`src/rtl/sched_pkg.sv`:
```
// sched_pkg: shared defaults and FSM state encoding for the memory access scheduler.
package sched_pkg;
    localparam int DEF_NREQ = 4;
    localparam int DEF_AW   = 4;
    localparam int DEF_DW   = 16;

    typedef enum logic [1:0] {
        IDLE  = 2'd0,
        ISSUE = 2'd1,
        WAIT  = 2'd2,
        DONE  = 2'd3
    } state_e;
endpackage

```
`src/rtl/rr_arbiter.sv`:
```
// rr_arbiter: combinational round-robin pick, searching upward from last_i+1 with wrap.
module rr_arbiter #(
    parameter int NREQ = 4,
    parameter int IW   = 2
) (
    input  logic [NREQ-1:0] req_i,
    input  logic [IW-1:0]   last_i,
    output logic [NREQ-1:0] gnt_o,
    output logic [IW-1:0]   idx_o
);
    // Scanning farthest-first lets the nearest requester overwrite, so no found flag is needed.
    always_comb begin
        idx_o = '0;
        for (int k = NREQ; k > 0; k--)
            if (req_i[(int'(last_i) + k) % NREQ]) idx_o = IW'((int'(last_i) + k) % NREQ);
        gnt_o = (|req_i) ? NREQ'(1) << idx_o : '0;
    end
endmodule

```
`src/rtl/mem_access_scheduler.sv`:
```
// mem_access_scheduler: round-robin scheduler giving NREQ requesters single-beat access
// to one memory port; the winner's command is latched at grant and immune to later input changes.
module mem_access_scheduler
    import sched_pkg::*;
#(
    parameter int NREQ = DEF_NREQ,
    parameter int AW   = DEF_AW,
    parameter int DW   = DEF_DW
) (
    input  logic               clk,
    input  logic               rst,
    input  logic [NREQ-1:0]    req,
    input  logic [NREQ-1:0]    we,
    input  logic [NREQ*AW-1:0] addr,
    input  logic [NREQ*DW-1:0] wdata,
    output logic [NREQ-1:0]    gnt,
    output logic [NREQ-1:0]    done,
    output logic [DW-1:0]      rdata,
    output logic               busy,
    output logic               mem_en,
    output logic               mem_we,
    output logic [AW-1:0]      mem_addr,
    output logic [DW-1:0]      mem_wdata,
    input  logic [DW-1:0]      mem_rdata
);
    localparam int IW = (NREQ > 1) ? $clog2(NREQ) : 1;

    state_e          state_q;
    logic [IW-1:0]   last_q, win_q, arb_idx;
    logic [NREQ-1:0] arb_gnt;

    rr_arbiter #(.NREQ(NREQ), .IW(IW)) u_arb (
        .req_i (req),
        .last_i(last_q),
        .gnt_o (arb_gnt),
        .idx_o (arb_idx)
    );

    assign busy = (state_q != IDLE);

    // mem_we doubles as the latched direction until it is dropped on leaving ISSUE.
    always_ff @(posedge clk or negedge rst) begin
        if (!rst) begin
            state_q   <= IDLE;
            last_q    <= IW'(NREQ - 1);
            win_q     <= '0;
            gnt       <= '0;
            done      <= '0;
            rdata     <= '0;
            mem_en    <= 1'b0;
            mem_we    <= 1'b0;
            mem_addr  <= '0;
            mem_wdata <= '0;
        end else begin
            case (state_q)
                IDLE: if (|req) begin
                    state_q   <= ISSUE;
                    gnt       <= arb_gnt;
                    win_q     <= arb_idx;
                    mem_en    <= 1'b1;
                    mem_we    <= we[arb_idx];
                    mem_addr  <= addr[arb_idx*AW +: AW];
                    mem_wdata <= wdata[arb_idx*DW +: DW];
                end
                ISSUE: begin
                    mem_en  <= 1'b0;
                    mem_we  <= 1'b0;
                    state_q <= mem_we ? DONE : WAIT;
                    done    <= mem_we ? gnt : '0;
                end
                WAIT: begin
                    rdata   <= mem_rdata;
                    done    <= gnt;
                    state_q <= DONE;
                end
                default: begin
                    done    <= '0;
                    gnt     <= '0;
                    last_q  <= win_q;
                    state_q <= IDLE;
                end
            endcase
        end
    end
endmodule

```
`config.mk`:
```
export PLATFORM = sky130hd
export DESIGN_NAME = mem_access_scheduler
export DESIGN_NICKNAME = d
export VERILOG_FILES = /design/src/rtl/sched_pkg.sv /design/src/rtl/rr_arbiter.sv /design/src/rtl/mem_access_scheduler.sv
export SDC_FILE = /design/constraint.sdc
export NUM_CORES = 1
export LEC_CHECK = 0
export ABC_AREA = 1
export CAP_MARGIN = 20
export CORE_MARGIN = 4
export CORE_UTILIZATION = 44
export DETAILED_ROUTE_END_ITERATION = 8
export PLACE_DENSITY = 0.94
export SYNTH_ARGS = -nofsm -noshare
export SYNTH_HDL_FRONTEND = slang
export SYNTH_SLANG_ARGS = --single-unit
```
`constraint.sdc`:
```
create_clock -name clk -period 3.9 [get_ports clk]
set_input_delay 0.78 -clock clk [delete_from_list [all_inputs] [get_ports clk]]
set_output_delay 0.78 -clock clk [all_outputs]
set_load 0.01 [all_outputs]
```
==> flow_summary.ini <==
[run_status]
status = completed

[timing]
hold_violations = 0
rsz0062_at_grt = false
slew_violations = 0
tightest_slew_ns = 0.8802
max_freq_mhz = 313.9
fin_worst_skew_ns = 0.005473
slew-limit-headroom_pct = 41.26
fin_setup_tns_ns = 0
finalCriticalPeriod_ns = 3.186
fin_hold_ws_ns = 0.4217
period_share_pct = 81.68
setup_viol = 0

[global_routing]
track_usage_pct = 22.03
antenna_found_initial = 0
grt_pass1_vias = 3374
grt_max_degree = 53
grt.overflow.total = 0
grt_pass1_wl_um = 15330

[cells_and_area]
final_util_pct = 69.69
syn_to_final_growth_pct = 51.46
fin_area_mm2 = 0.004787
nets = 726
final_cell_mix = nand2_1, clkdlybuf4s50_1, dfrtp_1
antenna_cells = 0
mostFrequentLayoutCell = nand2_1
final_layout_size_suffix_gt1_share_pct = 4.538

[pwr]
peakVddDrop_v = 0.0003778
power_mw = 4.042
powerDensity_mw_per_mm2 = 844.3
leakagePower_nw = 2.452

[logic_synthesis]
synth_seq_cells = 52
synth_area_leaders = dfrtp_1, nand2_1, nand3_1
synth_fp_nets = 590
synth_area_per_cell_um2 = 6.584
yosysTopAreaCell = dfrtp_1
yosys_warnings = 0
synth-compound-area-share_pct = 3.603
synth_top_family_by_area = simple AND/OR/NAND/NOR gates
synth_fa_ha_area_share_pct = 1.584
synthMuxAreaShare_pct = 0
synth-xor-area-share_pct = 0
yosysTopAreaCellShare_pct = 39.59
seq_area_frac_synth_pct = 41.25
synth_area_mm2 = 0.003161
synth_edf_count = 0
synth_top_flop_cell = dfrtp_1
synthSimpleGateAreaFrac_pct = 45.88
synth_cells = 480
synth_cell_types = 25
async_flop_share_pct = 100.0

[clocking]
worstSkewPairLatency_ns = 0.30
cts_root_buf = clkbuf_8
cts.path.max_buffers = 2
cts_sinks = 52
hold_buffers = 0
clk_pin_slew_ns = 0.10
numCtsBuffers = 5
cts_setup_buffers = 0
htreeDepth = 2
postCtsResizedCells = 0
cts_tree = done

[floorplan]
die_height_um = 92.75
num_io_pins = 153
die_w_um = 92.75
core_area_mm2 = 0.006869
initial_core_util_pct = 46.01
die-area_mm2 = 0.008603
num_rows = 30

[critical_path]
critPathSlowestCell = clkinv_1
worst_path_dominant_cell_family = buffers and inverters
cp_num_buf_inv = 3
end_kind = flop
cp.depth = 8
cp.required_ns = 4.09
cp_max_fo = 26
cp_cell_sequence = clkdlybuf4s50_1 > nor4_1 > nor2_2 > clkinv_1 > nand2_1 > inv_1 > nand2_1 > o21ai_0
reg2regPathDepth = 9
critPathArrivalTime_ns = 3.38
max_stage_delay_ns = 0.84
crit_type = in2reg
critPathLaunchType = input pin
crit_top_cell = nand2_1

[detailed_routing]
dr.pass1.iters = 4
drc = 0
routed_wl_um = 9750
drt_iter0_drc = 228
drtAntennaViolNets = 0
vias_per_cell = 4.938
avgRoutedWirePerCell_um = 13.67
vias = 3521

[job]
max-cap-violations = 0

[placement]
place_area_mm2 = 0.004652
place_congestion = 0.7968
dp_hpwl_um = 7421
port_buffers = 152

[min_path]
worstHoldPathType = in2async
state kept, by name, summed over array words and instances, names as in the netlist:
| signal | count |
|---|---|
| mem_addr | 4 |
| gnt | 4 |
| last_q | 2 |
| mem_en | 1 |
| state_q | 2 |
| win_q | 2 |
| mem_wdata | 16 |
| mem_we | 1 |
| done | 4 |
| rdata | 16 |
worst reg2reg max path, stage by stage, from the launching register on:
cell	delay (ns)
dfrtp_1	0.42
inv_1	0.11
ha_1	0.26
inv_1	0.17
nor2_2	0.72
clkinv_1	0.84
nand2_1	0.23
inv_1	0.09
nand2_1	0.06
o21ai_0	0.07
metrics by stage:
| step | setup WS (ns) | cells |
|---|---|---|
| floorplan | 2.013 | 480 |
| detailed placement | 0.3651 | 704 |
| global placement | 0.5108 | 704 |
| global route | 0.3979 | 713 |
| CTS | 0.6941 | 712 |
| finish | 0.7144 | 713 |
final cells by class:
cell class	instances	area, um^2
timing repair buffer	153	1536
fill	537	2082
sequential	52	1304
inverter	24	95.09
clock buffer	5	68.82
clock inverter	3	46.29
multi-input combinational	380	1617
tap	96	120.1
final timing paths:
path | slack [ns] | from | endpoint
setup / recovery | 0.71 | req[1] | mem_en
hold / removal | 0.42 | rst | rdata[12]
setup reg to reg | 0.82 | state_q[0] | mem_en
hold reg to reg | 0.48 | rdata[2] | rdata[2]
max in group asynchronous | 2.94 | rst | mem_wdata[12]
min in group clk | 0.48 | rdata[2] | rdata[2]
layer usage:
metal,vias up,share of wire (%),track usage (%)
li1,1743,-,-
met1,1572,38,25.26
met2,182,49,38.97
met3,24,9.9,6.580
met4,0,2.7,7.570
met5,-,0,0
Yosys cell counts (2+ instances only):
| master | number |
|---|---|
| dfstp_2 | 2 |
| nand2_1 | 297 |
| inv_1 | 17 |
| o31ai_1 | 4 |
| o21ai_1 | 2 |
| nor2_1 | 4 |
| clkbuf_1 | 5 |
| buf_2 | 13 |
| nand2_4 | 3 |
| buf_6 | 5 |
| nand2_2 | 5 |
| o22ai_1 | 4 |
| dfrtp_1 | 50 |
| o21ai_0 | 4 |
| nand3_1 | 45 |
| ha_1 | 4 |
| a21oi_1 | 4 |
| inv_2 | 5 |
where the power goes:
| group | internal, mW | switching (mW) | total [mW] |
|---|---|---|---|
| sequential | 0.790 | 0.148 | 0.938 |
| clock | 0.193 | 0.180 | 0.373 |
| combinational | 1.04 | 1.69 | 2.73 |
kinds of logic after synthesis:
logic type | count (synthesis)
AOI/OAI and AO/OA | 19
adders and majority gates | 4
buffers and inverters | 48
DFF | 52
and+or+nand+nor | 357
Power figures use the tool's default switching activity.
==> edit 1, RTL diff (config.mk and constraints unchanged) <==
The package constant `DEF_NREQ` goes from 4 to 8.
--- a/src/rtl/sched_pkg.sv
+++ b/src/rtl/sched_pkg.sv
@@ -1,6 +1,6 @@
 // sched_pkg: shared defaults and FSM state encoding for the memory access scheduler.
 package sched_pkg;
-    localparam int DEF_NREQ = 4;
+    localparam int DEF_NREQ = 8;
     localparam int DEF_AW   = 4;
     localparam int DEF_DW   = 16;
 
Ports: changed (6 resized); port bits go from 153 to 249. The function was not compared with the original's and may differ.
==> edit 1 against the original RTL <==
Synthesized area is 52% higher. Via count is 68% higher. Register-to-register slack got worse by 0.47 ns. Wire length increased by 80%. Sequential cell count grew 10. Design area grew 58%. Count of clock-buffer cells in the layout up 8. Non-clock buffer count is 105 higher. Clock skew grew 0.0043 ns. Setup slack got worse by 0.36 ns. Critical path type is now reg2reg. Highest routed layer unchanged.
Power is left out: the tool's default activity adds up to more than one toggle a clock period on the data nets, which glitch-free logic cannot reach.
==> edit 1: results (changes against the original RTL) <==
* Outcome: finished, final reports clean (unchanged)
* Fill cell count at 865 (was 537)
* Ys flop type: dfrtp_1 (unchanged)
* Crit path max-delay cell type: dfstp_2 (was clkinv_1)
* 1st-pass router iterations at 6 (was 4)
* Global Route met1 Usage at 28.9% (was 25.3%)
* Syn nets at 1000 (was 590)
* Root buffer cell: clkbuf_8 (unchanged)
* First-pass GRT wire length at 27300 um (was 15300 um)
* Post-synthesis compound-gate area fraction at 4.44% (was 3.60%)
* Vias per cell at 5.06 (was 4.94)
* Clk slew on worst S/H paths at 0.07 ns (was 0.10 ns)
* Slew @ Worst Pin at 0.952 ns (was 0.880 ns)
* Sequential share of the synthesized area at 32.3% (was 41.3%)
* Most common library cells after synthesis: 517 x nand2_1, 60 x nand3_1, 59 x dfrtp_1 (was 297 x nand2_1, 50 x dfrtp_1, 45 x nand3_1)
* CTS Buf Count at 9 (was 5)
* Initial antenna violation count at 0 (unchanged)
* Slowest stage delay, CP at 0.66 ns (was 0.84 ns)
* Layout cell share with drive strength beyond 1 at 6.48% (was 4.54%)
* Buffers added on ports at 248 (was 152)
* Clock Latency Late Sink at 0.34 ns (was 0.30 ns)
* Mux share of post-synthesis cell area at 3.74% (was 0%)
* Crit-path max FO at 41 (was 26)
* Initial DRC Count at 451 (was 228)
* Worst hold-check path type: reg2reg (was in2async)
* Final GP Congestion at 0.960 (was 0.797)
* H-Tree Depth at 3 (was 2)
* Largest regs: mem_wdata (16), rdata (16) (unchanged)
* Cell variety after synth at 30 (was 25)
* Final WL at 17500 um (was 9750 um)
* Warnings, synthesis at 0 (unchanged)
* GR met2 Demand/Resource at 49.9% (was 39.0%)
* Vias in the first global route at 5735 (was 3374)
* Crit path DAT at 3.82 ns (was 3.38 ns)
* Met3 Usage GRT at 7.33% (was 6.58%)
* HPWL Detailed at 13800 um (was 7420 um)
* Worst hold path depth at 2
* Largest net degree at the start of global routing at 49 (was 53)
* Ranking of synthesized cells by area: nand2_1 40%, dfrtp_1 31%, nand3_1 6.2% (was dfrtp_1 40%, nand2_1 35%, nand3_1 7.1%)
* Adder-cell area share of the yosys netlist at 1.56% (was 1.58%)
* Global-route usage over all layers at 26.6% (was 22.0%)
* Synth Area in XOR/XNOR at 0.182% (was 0%)
* Total Nets Final at 1229 (was 726)
* Cell count of the worst reg-to-reg path at 22 (was 9)
* Clock skew at 0.00974 ns (was 0.00547 ns)
* Post-synth ARST share at 100% (unchanged)
==> edit 1: cell count changes in the layout (fill, tap and decap cells not counted), sizes merged, moves of 7 or more <==
cell           delta
nand2           +221
clkdlybuf4s50    +96
mux2             +16
nand3            +16
o21ai            +16
buf               +9
dfrtp             +9
nor2              +9
clkbuf            +8
inv               +7
==> edit 1: critical path, delay by kind of cell (launching register included) <==
family	cells	cell delay, ns
adder cells (fa/ha/maj)	1	0.38
buffers and inverters	5	0.93
flip-flops	1	0.66
AND/OR/NAND/NOR	16	1.48
==> edit 1: path summary, 6_finish.rpt <==
check                           from            end  slack, ns
max                        last_q[1]  mem_wdata[13]       0.35
min                          done[7]        done[7]       0.49
max reg2reg                last_q[1]  mem_wdata[13]       0.35
min reg2reg                  done[7]        done[7]       0.49
max in group asynchronous        rst     state_q[1]       2.47
min in group asynchronous        rst       rdata[2]       0.58
==> edit 1: metrics by stage <==
stage | instance area (um^2) | std cells | hold WS [ns] | setup slack (ns)
2_1_floorplan | 4820 | 800 | 0.453 | 1.07
3_3_place_gp | 7290 | 1153 | 0.464 | 0.462
3_5_place_dp | 7320 | 1154 | 0.473 | 0.221
4_1_cts | 7540 | 1170 | 0.491 | 0.198
5_1_grt | 7550 | 1170 | 0.512 | 0.0597
6_report | 7550 | 1170 | 0.491 | 0.352
==> edit 1: area by class of cell <==
type                            instances  area (um^2)  share of cell area (%)
Multi-Input combinational cell        666         2900                    38.4
Timing Repair Buffer                  258         2570                    34.1
Sequential cell                        62         1560                    20.6
Tap cell                              136          170                    2.25
Clock buffer                           13          159                    2.11
Inverter                               32          123                    1.62
Clock inverter                          3         67.6                   0.895
==> edit 1: kinds of logic (layout without fill, tap and decap cells) <==
family / after synthesis / after routing
mux: 16 / 16
xor+xnor: 1 / 1
compound gates: 37 / 37
simple gates: 606 / 606
buf+inv: 72 / 306
fa+ha+maj: 6 / 6
flops: 62 / 62
==> edit 1: routing by layer <==
metal  vias up  wire length (um)
met4         0               459
met1      2678              6370
met3        46              1380
met2       254              9310
li1       2937                 -
met5         -                 0
==> edit 1: what timing repair did <==
| action | in CTS | in global routing |
|---|---|---|
| buffers inserted | 0 | 0 |
| gates resized for setup | 0 | 1 |
| endpoints found under the setup margin | 0 | 4 |
| hold buffers | 0 | 0 |
==> edit 2, RTL diff (same flow settings) <==
Without the edit above. The 4 states of `state_e` get a one-hot encoding in 4 bits.
--- a/src/rtl/sched_pkg.sv
+++ b/src/rtl/sched_pkg.sv
@@ -4,11 +4,11 @@
     localparam int DEF_AW   = 4;
     localparam int DEF_DW   = 16;
 
-    typedef enum logic [1:0] {
-        IDLE  = 2'd0,
-        ISSUE = 2'd1,
-        WAIT  = 2'd2,
-        DONE  = 2'd3
+    typedef enum logic [3:0] {
+        IDLE  = 4'b0001,
+        ISSUE = 4'b0010,
+        WAIT  = 4'b0100,
+        DONE  = 4'b1000
     } state_e;
 endpackage
 
Formal check against the unedited RTL: same outputs for any inputs over 4 cycles, from zero or initial values and one cycle with rst low; so few cycles prove little.
==> edit 2 against the original RTL <==
Sequential share of layout area up 1.3 points. Synthesized area down 0.28%. Clock power down 17%. Count of clock-buffer cells in the layout up 1. Register-to-register slack better by 0.26 ns. Non-clock buffer count up 2. Setup slack better by 0.30 ns. Design area down 0.86%. Worst hold slack better by 0.022 ns. Wire length up 5.3%. Combinational power up 3%. Total power up 1.4%. Sequential cell count up 2. First-iteration DRC count down 9.2%. Critical path type unchanged. Largest cell class unchanged.
==> edit 2: results (changes against the original RTL) <==
* CTS Buf Count at 5 (unchanged)
* HPWL Detailed at 7960 um (was 7420 um)
* Worst r2r dst: gnt[3] (was mem_en)
* Layout cell share with drive strength beyond 1 at 4.26% (was 4.54%)
* Total Nets Final at 716 (was 726)
* Finished Layout Cells at 707 (was 713)
* Pre-CTS WS at 0.750 ns (was 0.365 ns)
* Initial DRC Count at 207 (was 228)
* Crit path DAT at 3.09 ns (was 3.38 ns)
* Avg Synthesized Cell Area at 6.68 um^2 (was 6.58 um^2)
* Crit-path max FO at 26 (unchanged)
* Placed Area at 4660 um^2 (was 4650 um^2)
* Fin Hold WS at 0.444 ns (was 0.422 ns)
* Slew headroom at 52.8% (was 41.3%)
* Clock skew at 0.00579 ns (was 0.00547 ns)
* Most common library cells after synthesis: 282 x nand2_1, 52 x nand3_1, 51 x dfrtp_1 (was 297 x nand2_1, 50 x dfrtp_1, 45 x nand3_1)
* Ranking of synthesized cells by area: dfrtp_1 40%, nand2_1 34%, nand3_1 8.3% (was dfrtp_1 40%, nand2_1 35%, nand3_1 7.1%)
* 1st-pass router iterations at 5 (was 4)
* Post-synth ARST share at 100% (unchanged)
* Cell count of the worst reg-to-reg path at 6 (was 9)
* Setup Buffers After CTS at 0 (unchanged)
* Final GP Congestion at 0.900 (was 0.797)
* First-pass GRT wire length at 16500 um (was 15300 um)
* Dpl cells at 699 (was 704)
* Via count at 3537 (was 3521)
* Cell variety after synth at 28 (was 25)
* Sequential share of the synthesized area at 43.0% (was 41.3%)
* Outcome: finished, final reports clean (unchanged)
* Slowest stage delay, CP at 0.48 ns (was 0.84 ns)
* Worst vdd ir at 0.492 mV (was 0.378 mV)
* R2R setup slack at 1.08 ns (was 0.82 ns)
* Global-route usage over all layers at 24.2% (was 22.0%)
* Syn nets at 578 (was 590)
* Largest net degree at the start of global routing at 47 (was 53)
* Setup TNS at 0 ns (unchanged)
* Final WL at 10300 um (was 9750 um)
* Crit path max-delay cell type: clkdlybuf4s50_1 (was clkinv_1)
* Pleak at 2.41 nW (was 2.45 nW)
* Warnings, synthesis at 0 (unchanged)
* Worst R2R Start: state_q[0] (unchanged)
==> edit 2: area by class of cell <==
| cell class | count | area (um^2) |
|---|---|---|
| clock inverters | 2 | 13.8 |
| repair buffers | 155 | 1540 |
| fillers | 570 | 2120 |
| multi-input cells | 372 | 1560 |
| clock buffers | 6 | 72.6 |
| flip-flops and latches | 54 | 1360 |
| inverters | 22 | 87.6 |
| well taps | 96 | 120 |
==> edit 2: critical path: cells and delay by family <==
| family | cells | cell delay (ns) |
|---|---|---|
| AO/OA/AOI/OAI | 1 | 0.19 |
| buffers and inverters | 3 | 1.02 |
| AND/OR/NAND/NOR | 8 | 1.10 |
==> edit 2: cell families (layout without fill, tap and decap cells) <==
logic type | after synthesis | count (layout) | share of synthesized area, %
compound gates | 17 | 17 | 3.22
buf+inv | 46 | 185 | 7.58
flops | 54 | 54 | 43.0
simple gates | 355 | 355 | 46.2
==> edit 2: per-layer routing <==
layer	wire, um	GRT usage [%]	vias to the layer above
met5	0	0	-
met3	1180	7.39	18
li1	-	-	1740
met1	3860	28.9	1563
met2	5040	42.5	216
met4	184	6.11	0
==> edit 2: how the worst max path moves through the flow <==
stage,from,to,slack [ns],cells past startpoint
floorplan,req[1],mem_addr[0],1.93,6
global placement,req[3],mem_we,0.84,12
detailed placement,req[1],mem_wdata[11],0.75,15
CTS,req[3],mem_we,1.07,12
global route,req[3],mem_we,0.77,12
finish,req[3],mem_we,1.01,12
==> edit 2: power breakdown <==
part / total, mW / switching (mW) / internal (mW)
clock network: 0.308 / 0.181 / 0.127
logic: 2.80 / 1.74 / 1.06
registers: 0.992 / 0.167 / 0.826
total: 4.10 / 2.09 / 2.01
